## config.mk

```make
export PLATFORM = sky130hd
export DESIGN_NAME = instruction_loader_flat
export DESIGN_NICKNAME = d
export VERILOG_FILES = /design/src/rtl/instruction_loader_if.sv /design/src/rtl/instruction_loader.sv /design/src/flat_wrapper.sv
export SDC_FILE = /design/constraint.sdc
export NUM_CORES = 1
export LEC_CHECK = 0
export ABC_AREA = 0
export CAP_MARGIN = 20
export CORE_MARGIN = 8
export CORE_UTILIZATION = 47
export DETAILED_ROUTE_END_ITERATION = 6
export PLACE_DENSITY = 0.75
export SLEW_MARGIN = 0
export SYNTH_ARGS = -nofsm -noshare
export SYNTH_HDL_FRONTEND = slang
export SYNTH_SLANG_ARGS = --single-unit
```

## constraint.sdc

```tcl
create_clock -name clk -period 2.4 [get_ports clk]
set_clock_uncertainty 0.15 [all_clocks]
set_input_delay 0.48 -clock clk [delete_from_list [all_inputs] [get_ports clk]]
set_output_delay 0.48 -clock clk [all_outputs]
set_load 0.1 [all_outputs]
```

## src/rtl/instruction_loader_if.sv

```systemverilog
// Byte-in / word-write bus of the instruction loader.
// rx side: i_rx_valid is a one-cycle strobe with no ready; a byte counts when the strobe is high at the clock edge.
// Memory side: o_we is a one-cycle write with no ready; the memory always accepts it.
interface instruction_loader_if #(
  parameter int NB_DATA = 32,
  parameter int NB_ADDR = 8
);
  logic               i_start;
  logic [7:0]         i_rx_data;
  logic               i_rx_valid;
  logic               o_we;
  logic [NB_ADDR-1:0] o_addr;
  logic [NB_DATA-1:0] o_instr_data;
  logic               o_busy;
  logic               o_done;
  logic               o_overflow;
  logic [NB_ADDR:0]   o_word_count;
  logic [1:0]         dbg_state;

  modport master (
    input  i_start, i_rx_data, i_rx_valid,
    output o_we, o_addr, o_instr_data, o_busy, o_done, o_overflow, o_word_count, dbg_state
  );

  modport slave (
    output i_start, i_rx_data, i_rx_valid,
    input  o_we, o_addr, o_instr_data, o_busy, o_done, o_overflow, o_word_count, dbg_state
  );
endinterface

```

## src/rtl/instruction_loader.sv

```systemverilog
// Packs an MSB-first byte stream into instruction words and writes them to
// consecutive memory addresses until the halt word arrives or memory is full.
module instruction_loader #(
  parameter int                 NB_DATA    = 32,
  parameter int                 NB_ADDR    = 8,
  parameter int                 ADDR_STEP  = 4,
  parameter logic [NB_DATA-1:0] HALT_INSTR = 32'hFFFF_FFFF
) (
  input logic                  clk,
  input logic                  i_rst_n,
  instruction_loader_if.master bus
);
  localparam int NB_BYTES = NB_DATA / 8;
  localparam int CW       = (NB_BYTES > 1) ? $clog2(NB_BYTES) : 1;
  localparam int AW1      = NB_ADDR + 1;
  localparam logic [CW-1:0]  LAST_BYTE = CW'(NB_BYTES - 1);
  localparam logic [AW1-1:0] ADDR_MAX  = {1'b0, {NB_ADDR{1'b1}}};
  localparam logic [AW1-1:0] STEP_W    = AW1'(ADDR_STEP);

  typedef enum logic [1:0] {IDLE, RECV, WRITE, DONE} state_t;

  state_t             state, state_n;
  logic [CW-1:0]      byte_cnt, byte_cnt_n;
  logic [NB_DATA-9:0] word, word_n;        // bytes collected so far; the last byte completes the word
  logic [NB_ADDR-1:0] next_addr, next_addr_n;
  logic [NB_ADDR-1:0] addr, addr_n;
  logic [NB_DATA-1:0] data, data_n;
  logic [NB_ADDR:0]   count, count_n;
  logic               ovf, ovf_n;
  logic               we_q, busy_q, done_q;
  logic [NB_DATA-1:0] shifted;
  logic [AW1-1:0]     addr_inc;

  assign shifted  = {word, bus.i_rx_data};
  assign addr_inc = {1'b0, addr} + STEP_W;

  always_comb begin
    state_n     = state;
    byte_cnt_n  = byte_cnt;
    word_n      = word;
    next_addr_n = next_addr;
    addr_n      = addr;
    data_n      = data;
    count_n     = count;
    ovf_n       = ovf;
    unique case (state)
      IDLE, DONE: begin
        if (bus.i_start) begin
          state_n     = RECV;
          byte_cnt_n  = '0;
          next_addr_n = '0;
          addr_n      = '0;
          count_n     = '0;
          ovf_n       = 1'b0;
        end
      end
      RECV: begin
        if (bus.i_rx_valid) begin
          word_n     = shifted[NB_DATA-9:0];
          byte_cnt_n = byte_cnt + 1'b1;
          if (byte_cnt == LAST_BYTE) begin
            state_n    = WRITE;
            byte_cnt_n = '0;
            data_n     = shifted;
            addr_n     = next_addr;
          end
        end
      end
      WRITE: begin
        count_n = count + 1'b1;
        if (data == HALT_INSTR) begin
          state_n = DONE;
          ovf_n   = 1'b0;
        end else if (addr_inc > ADDR_MAX) begin
          state_n = DONE;
          ovf_n   = 1'b1;
        end else begin
          // A byte landing in this cycle already belongs to the next word.
          state_n     = RECV;
          next_addr_n = addr_inc[NB_ADDR-1:0];
          byte_cnt_n  = '0;
          if (bus.i_rx_valid) begin
            word_n     = shifted[NB_DATA-9:0];
            byte_cnt_n = CW'(1);
          end
        end
      end
      default: state_n = IDLE;
    endcase
  end

  always_ff @(posedge clk) begin
    if (!i_rst_n) begin
      state     <= IDLE;
      byte_cnt  <= '0;
      word      <= '0;
      next_addr <= '0;
      addr      <= '0;
      data      <= '0;
      count     <= '0;
      ovf       <= 1'b0;
      we_q      <= 1'b0;
      busy_q    <= 1'b0;
      done_q    <= 1'b0;
    end else begin
      state     <= state_n;
      byte_cnt  <= byte_cnt_n;
      word      <= word_n;
      next_addr <= next_addr_n;
      addr      <= addr_n;
      data      <= data_n;
      count     <= count_n;
      ovf       <= ovf_n;
      we_q      <= (state_n == WRITE);
      busy_q    <= (state_n == RECV) || (state_n == WRITE);
      done_q    <= (state_n == DONE);
    end
  end

  assign bus.o_we         = we_q;
  assign bus.o_addr       = addr;
  assign bus.o_instr_data = data;
  assign bus.o_busy       = busy_q;
  assign bus.o_done       = done_q;
  assign bus.o_overflow   = ovf;
  assign bus.o_word_count = count;
  assign bus.dbg_state    = state;
endmodule

```

## src/flat_wrapper.sv

```systemverilog
// flat-port wrapper written by rule: the top's interface ports become plain ports
module instruction_loader_flat 
#(
  parameter int                 NB_DATA    = 32,
  parameter int                 NB_ADDR    = 8,
  parameter int                 ADDR_STEP  = 4,
  parameter logic [NB_DATA-1:0] HALT_INSTR = 32'hFFFF_FFFF
)
  (clk, i_rst_n, bus_i_start, bus_i_rx_data, bus_i_rx_valid, bus_o_we, bus_o_addr, bus_o_instr_data, bus_o_busy, bus_o_done, bus_o_overflow, bus_o_word_count, bus_dbg_state);
  instruction_loader_if #(.NB_DATA(NB_DATA), .NB_ADDR(NB_ADDR)) bus_i ();
  input logic clk;
  input logic i_rst_n;
  input wire logic [$bits(bus_i.i_start)-1:0] bus_i_start;
  input wire logic [$bits(bus_i.i_rx_data)-1:0] bus_i_rx_data;
  input wire logic [$bits(bus_i.i_rx_valid)-1:0] bus_i_rx_valid;
  output wire logic [$bits(bus_i.o_we)-1:0] bus_o_we;
  output wire logic [$bits(bus_i.o_addr)-1:0] bus_o_addr;
  output wire logic [$bits(bus_i.o_instr_data)-1:0] bus_o_instr_data;
  output wire logic [$bits(bus_i.o_busy)-1:0] bus_o_busy;
  output wire logic [$bits(bus_i.o_done)-1:0] bus_o_done;
  output wire logic [$bits(bus_i.o_overflow)-1:0] bus_o_overflow;
  output wire logic [$bits(bus_i.o_word_count)-1:0] bus_o_word_count;
  output wire logic [$bits(bus_i.dbg_state)-1:0] bus_dbg_state;
  assign bus_i.i_start = bus_i_start;
  assign bus_i.i_rx_data = bus_i_rx_data;
  assign bus_i.i_rx_valid = bus_i_rx_valid;
  assign bus_o_we = bus_i.o_we;
  assign bus_o_addr = bus_i.o_addr;
  assign bus_o_instr_data = bus_i.o_instr_data;
  assign bus_o_busy = bus_i.o_busy;
  assign bus_o_done = bus_i.o_done;
  assign bus_o_overflow = bus_i.o_overflow;
  assign bus_o_word_count = bus_i.o_word_count;
  assign bus_dbg_state = bus_i.dbg_state;
  instruction_loader #(.NB_DATA(NB_DATA), .NB_ADDR(NB_ADDR), .ADDR_STEP(ADDR_STEP), .HALT_INSTR(HALT_INSTR)) u_core (.clk(clk), .i_rst_n(i_rst_n), .bus(bus_i));
endmodule
```

==> results of run 1 <==
-- metrics by stage --
stage                     hold WS, ns  total power, mW
after detailed placement        0.291             2.98
after global placement          0.285             2.95
after global routing            0.337             4.23
after CTS                       0.302             4.05
after floorplan                 0.275             2.64
final                           0.304             4.02
-- synth_stat cells, drive strengths merged --
cell / count
a22oi: 2
clkbuf: 21
a21o: 1
mux2i: 37
o21ai: 4
nor2: 17
a211oi: 3
nor4: 2
or2: 1
xor2: 7
a221oi: 1
inv: 8
nand2: 123
buf: 3
and3: 2
nand2b: 2
nand4: 11
o31ai: 1
a21oi: 50
or3: 6
o221a: 1
nand3: 19
nor4b: 1
a311oi: 1
xnor2: 1
dfxtp: 89
ha: 8
and3b: 1
and2: 3
a32oi: 2
nand4b: 1
-- logic make-up (layout without fill, tap and decap cells) --
group / count (synthesis) / after routing / share of synthesized area, %
AND/OR/NAND/NOR: 189 / 189 / 22.5
flip-flops: 89 / 89 / 47.9
adder cells (fa/ha/maj): 8 / 8 / 2.69
XOR/XNOR: 8 / 8 / 1.89
buffers and inverters: 32 / 113 / 4.31
AO/OA/AOI/OAI: 66 / 66 / 10.7
multiplexers: 37 / 37 / 9.97
-- critical path: stages, from the launching register on --
cell     delay [ns]
dfxtp_4        0.38
inv_4          0.04
ha_4           0.21
nor4b_4        0.20
nand4_1        0.11
or3_1          0.34
a21o_1         0.20
a22oi_2        0.19
ha_1           0.25
and2_1         0.15
-- path summary, 6_finish.rpt --
kind	from	to	slack, ns
max reg2reg	u_core.bus.o_addr[2]	u_core.bus.o_busy	0.07
min reg2reg	u_core.word[16]	u_core.bus.o_instr_data[24]	0.30
min	u_core.word[16]	u_core.bus.o_instr_data[24]	0.30
max	u_core.bus.o_addr[2]	u_core.bus.o_busy	0.07
-- routing by layer --
metal	global-route usage, %	wire [um]
met4	5.91	119
met1	21.1	4260
met2	24.5	3830
met5	0	0
met3	4.48	476
-- flip-flops by register name (all words and copies together), names as in the netlist --
name and count:
u_core.bus.o_overflow 1, u_core.byte_cnt 2, u_core.next_addr 8, u_core.bus.o_word_count 9, u_core.bus.o_busy 1, u_core.bus.o_instr_data 32
u_core.bus.dbg_state 2, u_core.bus.o_addr 8, u_core.bus.o_done 1, u_core.word 24, u_core.bus.o_we 1
-- where the power goes --
part | internal, mW | total, mW | switching, mW
sequential | 1.56 | 1.61 | 0.0499
clock | 0.522 | 1.07 | 0.552
combinational | 0.489 | 1.34 | 0.847
total | 2.57 | 4.02 | 1.45
-- cell type report --
class / instances / share of cell area (%)
Multi-Input combinational cell: 308 / 38.1
Timing Repair Buffer: 89 / 15.4
Tap cell: 102 / 2.69
Sequential cell: 89 / 38.7
Inverter: 8 / 0.685
Clock inverter: 6 / 1.48
Clock buffer: 10 / 2.90
-- what timing repair did --
| action | CTS | global route |
|---|---|---|
| pin swaps | 3 | 0 |
| hold buffers | 0 | 0 |
| setup endpoints to repair | 1 | 12 |
| gates resized for setup | 1 | 1 |
==> results.ini, run 1 <==
[outcome]
status = finished clean

[power_and_ir_drop]
power_density_nw_per_um2 = 846
ir_worst_vdd_v = 0.000428
p_leak_nw = 1.94

[yosys]
synth_top_area_share_pct = 47.9
ys_warn_count = 0
synth_top_cell_by_area = dfxtp_1
syn_area_um2 = 3720
seq_area_frac_synth_pct = 47.9
synthCells = 429
synthDistinctLibCells = 34
syn_nets = 449
synth-seq-cells = 89
synth_area_per_cell_um2 = 8.66
synth_area_leaders = dfxtp_1, nand2_1, mux2i_1, a21oi_1, ha_1

[global_route]
grt_antenna_before_repair = 0
grt_pass1_vias = 3109
grtUsageTotal_pct = 16.1
grt_max_degree = 53
grt_overflow = 0
grt_pass1_wl_mm = 14.9

[detailed_routing]
dr.pass1.iters = 4
drtAntennaViolNets = 0
vias_per_cell = 5.20
wl_mm = 8.68
drtIter0Drc = 144
wire_per_inst_um = 14.2
drc = 0
num_vias = 3184

[timing]
min_period_over_period_pct = 97.2
slew_violations = 0
fmax_mhz = 429
final.setup.tns_ns = 0
slew_headroom_pct = 57.0
tightestPinTransition_ns = 0.639
period_needed_ns = 2.33
hold_viol = 0
setup_slack_ns = 0.0676
setup_viol = 0
rsz0062_at_grt = true

[layout]
multi_input_area_um2 = 1810
final_area_um2 = 4750
syn2layout_area_growth_pct = 27.8
register_area_um2 = 1840
final_cell_mix = nand2_1, buf_4, dfxtp_1
antenna_cells = 0
drive_above_1_share_pct = 28.6
finalNonFillerCells = 612
post-route-util_pct = 61.8
layout.nets = 525
nFillCells = 697
layout_commonest_cell = nand2_1

[clock_network]
htreeDepth = 3
numCtsBuffers = 9
cts_tree = yes
clk_latency_ns = 0.36
clockBufferDepth = 2
cts_root_buf = clkbuf_8
cts_sinks = 89
cts_setup_buffers = 0
clk_pin_slew_ns = 0.09

[place]
hpwl_mm = 6.27
io_buffers = 66
placed_area_um2 = 4530
place.gp.congestion = 0.869
dp_cells = 596
place_ws_ns = -0.0298

[critical_path]
worst_setup_path_end_kind = flip-flop
worstPathMaxFanout = 4
r2r_cells = 9
criticalPathCategory = reg -> reg
worstSetupStartpointType = flip-flop
cp.required_ns = 2.50
arrival_ns = 2.44

[floorplan]
core_region_area_um2 = 7690
die-area_um2 = 11000
io_pins = 67
die_x_um = 105
dieHeight_um = 105
fp-row-count = 32
start_util_pct = 48.3

[hold_path]
min_path_cells = 2
hp-class = reg -> reg

[job]
max_cap_violations = 0

No activity file was read; power rests on OpenSTA's default activity.
==> inputs of run 2 (changes only) <==
- ABC_CLOCK_PERIOD_IN_PS: not set -> 2400
==> results of run 2 <==
No change in the layout: final DEF, timing and power equal those of run 1.
